$ cat config.mk
export PLATFORM = sky130hd
export DESIGN_NAME = alarm_clock_multi
export DESIGN_NICKNAME = d
export VERILOG_FILES = /design/src/rtl/alarm_clock_multi.sv
export SDC_FILE = /design/constraint.sdc
export NUM_CORES = 1
export LEC_CHECK = 0
export ABC_AREA = 1
export BUFFER_PORTS_ARGS = -buffer_cell sky130_fd_sc_hd__buf_2
export CORE_MARGIN = 5
export CORE_UTILIZATION = 34
export DETAILED_ROUTE_END_ITERATION = 12
export GPL_TIMING_DRIVEN = 0
export HOLD_SLACK_MARGIN = 0.15
export PLACE_DENSITY = 0.49
export SETUP_SLACK_MARGIN = 0.05
export SLEW_MARGIN = 10
export SYNTH_ARGS = -nofsm -noshare
export SYNTH_HDL_FRONTEND = slang
export SYNTH_SLANG_ARGS = --single-unit
$ cat constraint.sdc
create_clock -name clock -period 3.65 [get_ports clock]
set_clock_uncertainty 0.2 [all_clocks]
set_input_delay 0.73 -clock clock [delete_from_list [all_inputs] [get_ports clock]]
set_output_delay 0.73 -clock clock [all_outputs]
set_load 0.05 [all_outputs]
$ cat src/rtl/alarm_clock_multi.sv
// alarm_clock_multi: prescaled seconds-of-day counter with
// NUM_ALARMS latched alarm channels, each with ack and snooze.
module alarm_clock_multi #(
  parameter int CLKS_PER_SEC = 2,
  parameter int SECS_PER_DAY = 86400,
  parameter int NUM_ALARMS = 4,
  parameter int SNOOZE_SECS = 540,
  localparam int CW = $clog2(SECS_PER_DAY),
  localparam int AW = (NUM_ALARMS > 1) ?
    $clog2(NUM_ALARMS) : 1
) (
  input  logic                  clock,
  input  logic                  reset_n,
  input  logic                  set_flag,
  input  logic [CW-1:0]         set_time,
  input  logic                  alarm_wr,
  input  logic [AW-1:0]         alarm_sel,
  input  logic                  alarm_en_in,
  input  logic [CW-1:0]         alarm_time_in,
  input  logic [NUM_ALARMS-1:0] alarm_ack,
  input  logic [NUM_ALARMS-1:0] alarm_snooze,
  output logic [CW-1:0]         counter_state,
  output logic                  sec_tick,
  output logic                  day_wrap,
  output logic [NUM_ALARMS-1:0] alarm_state,
  output logic                  alarm_any
);

  localparam int PW = (CLKS_PER_SEC > 1) ?
    $clog2(CLKS_PER_SEC) : 1;
  localparam logic [PW-1:0] PS_LAST =
    PW'(CLKS_PER_SEC - 1);
  localparam logic [CW-1:0] LAST =
    CW'(SECS_PER_DAY - 1);
  localparam logic [CW:0] DAY =
    (CW+1)'(SECS_PER_DAY);
  localparam logic [CW:0] SNZ =
    (CW+1)'(SNOOZE_SECS);

  logic [PW-1:0] presc_q;
  logic          tick;
  logic          at_last;
  logic [CW-1:0] cnt_inc;
  logic [CW-1:0] set_val;
  logic [CW:0]   snz_sum;
  logic [CW:0]   snz_mod;
  logic          time_ok;

  // Next-value and tick decode shared by counter and channels
  always_comb begin
    tick = (presc_q == PS_LAST) && !set_flag;
    at_last = (counter_state == LAST);
    cnt_inc = at_last ? '0 : counter_state + CW'(1);
    set_val = ({1'b0, set_time} >= DAY) ?
      '0 : set_time;
    snz_sum = {1'b0, counter_state} + SNZ;
    snz_mod = (snz_sum >= DAY) ?
      snz_sum - DAY : snz_sum;
    time_ok = ({1'b0, alarm_time_in} < DAY);
  end

  // Prescaler: restarts on every set cycle and every tick
  always_ff @(posedge clock or negedge reset_n) begin
    if (!reset_n) begin
      presc_q <= '0;
    end else if (set_flag || presc_q == PS_LAST) begin
      presc_q <= '0;
    end else begin
      presc_q <= presc_q + PW'(1);
    end
  end

  // Seconds counter with registered tick/wrap pulses
  always_ff @(posedge clock or negedge reset_n) begin
    if (!reset_n) begin
      counter_state <= '0;
      sec_tick <= 1'b0;
      day_wrap <= 1'b0;
    end else begin
      sec_tick <= tick;
      day_wrap <= tick && at_last;
      if (set_flag) begin
        counter_state <= set_val;
      end else if (tick) begin
        counter_state <= cnt_inc;
      end
    end
  end

  for (genvar i = 0; i < NUM_ALARMS; i++) begin : g_ch
    localparam logic [AW-1:0] IDX = AW'(i);

    logic          en_q;
    logic          st_q;
    logic          pend_q;
    logic [CW-1:0] at_q;
    logic [CW-1:0] sn_q;
    logic          wr_hit;
    logic          hit;
    logic          snz_hit;

    // Channel decode: config write, alarm match, snooze target
    always_comb begin
      wr_hit = alarm_wr && (alarm_sel == IDX);
      hit = tick && en_q && (cnt_inc == at_q);
      snz_hit = tick && pend_q && (cnt_inc == sn_q);
    end

    // Channel state: write > ring > ack > snooze
    always_ff @(posedge clock or negedge reset_n) begin
      if (!reset_n) begin
        en_q <= 1'b0;
        st_q <= 1'b0;
        pend_q <= 1'b0;
        at_q <= '0;
        sn_q <= '0;
      end else if (wr_hit) begin
        en_q <= alarm_en_in && time_ok;
        at_q <= alarm_time_in;
        st_q <= 1'b0;
        pend_q <= 1'b0;
      end else if (hit || snz_hit) begin
        st_q <= 1'b1;
        if (snz_hit) begin
          pend_q <= 1'b0;
        end
      end else if (alarm_ack[i]) begin
        st_q <= 1'b0;
        pend_q <= 1'b0;
      end else if (alarm_snooze[i] && st_q) begin
        st_q <= 1'b0;
        pend_q <= 1'b1;
        sn_q <= snz_mod[CW-1:0];
      end
    end

    assign alarm_state[i] = st_q;
  end

  assign alarm_any = |alarm_state;

endmodule

==> run summary <==
HP Start = presc_q$_DFF_PN0_
Worst-Skew Late Latency = 0.45 ns
Met1 Wirelength = 20500 um
Worst Tran Pin Value = 1.13 ns
Worst Hold Path EP = presc_q$_DFF_PN0_
Syn Nets = 1709
largest net degree at the start of global routing = 100
layout cells sized above 1 = 0.129
Port Buffers = 71
pwr dens = 452 nW/um^2
DRC Markers = 0
synthesized area = 11200 um^2
RSZ-0062 raised after global routing = true
number of distinct library cells after synthesis = 46
mean area per synthesized cell = 6.74 um^2
hold path cells = 1
r2r endpoint = g_ch[3].sn_q[1]$_DFFE_PN0P_
DRT Pass-1 Iters = 6
outcome = completed
DR WL/cell = 19.0 um
post-DR vias/cell = 5.04
largest cells by area after synthesis = dfrtp_1 (38%), nand2_1 (20%), nand3_1 (6.9%)
Worst Path Arrival = 3.64 ns
Die Ht = 191 um
clock root buffer = clkbuf_16
clock period minus worst slack = 3.46 ns
Reg clk slew, reported paths = 0.07 ns
hold slack = 0.242 ns
Seq cells post-synth = 168
Post-DP HPWL = 33200 um
first-pass GRT wire length = 64700 um
VDD IR max = 0.322 mV
final hold vios = 0
Nets = 1811
asr flop ratio synth = 1.00
Post-DRT Antenna Nets = 0
R2R depth = 16
Initial Util = 0.344
Synth top area share = 0.377
Congestion Overflow GR = 0
Top-Level Pins = 73
Max-Cap Viols = 0
top_reg_cell synth = dfrtp_1
largest fanout on the critical path = 10
area leader, netlist = dfrtp_1
Max-slew headroom = 0.239
Die W = 191 um
non-filler cells, final = 2212
number of global-route vias before repair = 10500
GP Congestion = 0.942
most frequent cell after synthesis = nand2_1
Fmax achieved = 289 MHz
Post-synth top cells = nand2_1 (589), inv_1 (173), dfrtp_1 (168)
Slew Limit Fails = 0
post-route cell area = 13000 um^2
CTS Buf Count = 17
CTS tree = built
Core ar. = 32500 um^2
period utilization = 0.947
Setup Total Neg Slack = 0 ns
row cnt = 66
initial DRC count = 1079
Inst Count DP = 2169
n_diodes = 0
class of the worst hold path = reg -> reg
Syn Inst Count = 1655
R2R Path Start = counter_state[0]$_DFFE_PN0P_
critical path required time = 3.83 ns
met3 wire length = 1950 um
Post-synth EDFFs = 0
placed inst area = 12100 um^2
TritonCTS Sinks = 168
via count of the routed design = 11100
Setup crit end kind = flop
detailed-route wire length = 42100 um
routed wl met2 = 18900 um
Max Root-Sink Buffers = 2
Worst Setup Start Kind = flop
R2R Setup Slk = 0.19 ns
overall routing resource usage = 0.235
register area share after synthesis = 0.377
yosys warns = 0
top routing layer used = met4
Area growth, synth to finish = 16.2%
leakage power = 0.00669 uW
H-tree depth = 4
initial antenna violation count = 0
Die Area = 36500 um^2
critical path class = reg -> reg
Final setup viols = 0
==> area by class of cell <==
type	instances	area, um^2
Clock buffer	18	439
Timing Repair Buffer	83	478
Sequential cell	168	4210
Multi-Input combinational cell	1252	6130
Clock inverter	14	148
Fill cell	3499	19500
Tap cell	442	553
Inverter	178	668
Buffer	57	350
==> power by group <==
group	switching [uW]	internal, uW
registers	176	2050
logic	1200	543
clock network	856	1030
==> layer usage <==
metal,vias to the layer above,GRT usage
met3,39,0.0332
met2,279,0.366
met4,0,0.0630
met1,5312,0.344
met5,-,0
li1,5512,-
==> sequential cells by signal, indices dropped and copies added (netlist names) <==
register       flops
sec_tick           1
g_ch.sn_q         68
presc_q            1
g_ch.en_q          4
counter_state     17
g_ch.at_q         68
g_ch.pend_q        4
day_wrap           1
g_ch.st_q          4
==> cells in the final DEF, fill, tap and decap left out, types with 4 or more instances in the layout <==
master / instances
a21oi_1: 20
buf_2: 78
buf_4: 26
buf_6: 7
clkbuf_1: 21
clkbuf_16: 17
clkinv_2: 4
dfrtp_1: 164
dfrtp_2: 4
ha_1: 4
inv_1: 173
nand2_1: 587
nand2_2: 15
nand2_4: 5
nand3_1: 148
nand3_2: 7
nand3_4: 7
nand3b_1: 39
nand4_1: 46
nor2_1: 155
nor2_2: 5
nor2_4: 7
nor3_1: 11
nor3_2: 4
o21ai_0: 89
o21ai_1: 24
o221ai_1: 17
or2_2: 7
xnor2_1: 6
xor2_1: 24
==> cell families (layout without fill, tap and decap cells) <==
| family | count (synthesis) | in the layout | share of synthesized area |
|---|---|---|---|
| AO/OA/AOI/OAI | 160 | 160 | 0.0827 |
| adder cells (fa/ha/maj) | 5 | 5 | 0.00561 |
| XOR/XNOR | 31 | 31 | 0.0243 |
| AND/OR/NAND/NOR | 1056 | 1056 | 0.421 |
| flip-flops | 168 | 168 | 0.377 |
| buffers and inverters | 235 | 350 | 0.0896 |
==> worst max-delay path by stage <==
stage               depth (start not counted)                           end                    startpoint
floorplan                                  19   g_ch[1].sn_q[2]$_DFFE_PN0P_  counter_state[2]$_DFFE_PN0P_
global placement                            1  g_ch[3].at_q[12]$_DFFE_PN0P_                       reset_n
detailed placement                         16  g_ch[3].sn_q[13]$_DFFE_PN0P_  counter_state[0]$_DFFE_PN0P_
CTS                                        15   g_ch[3].sn_q[1]$_DFFE_PN0P_  counter_state[4]$_DFFE_PN0P_
global route                               19  g_ch[3].sn_q[11]$_DFFE_PN0P_  counter_state[0]$_DFFE_PN0P_
finish                                     16   g_ch[3].sn_q[1]$_DFFE_PN0P_  counter_state[0]$_DFFE_PN0P_
==> critical path: stages, from the launching register on <==
cell and delay [ns]:
dfrtp_2 0.48, ha_4 0.21, nand3_4 0.14, nor2_4 0.23
nand3_1 0.16, clkbuf_4 0.27, clkbuf_4 0.28, nand4_1 0.12
nand3_1 0.13, nor3_4 0.24, nand3_2 0.19, nand3_1 0.14
nor2_2 0.07, buf_4 0.19, inv_2 0.19, nand2_1 0.07
nand2_1 0.07
==> per-stage QoR <==
stage	total power [uW]	util	setup WS (ns)
final	5860	0.400	0.193
after global routing	6200	0.400	0.0515
after CTS	5860	0.395	0.0648
after detailed placement	3940	0.373	-0.373
after global placement	3920	0.372	-1.38
after floorplan	3360	-	0.601
==> repair_timing <==
action                                  CTS  global route
hold buffers                              1             0
endpoints found under the setup margin   70            69
endpoints found under the hold margin    69             0
pin swaps                                 2             3
resized for setup                        22            21
setup buffers                             4             6
Note: power is estimated with default switching activity, not from simulation.
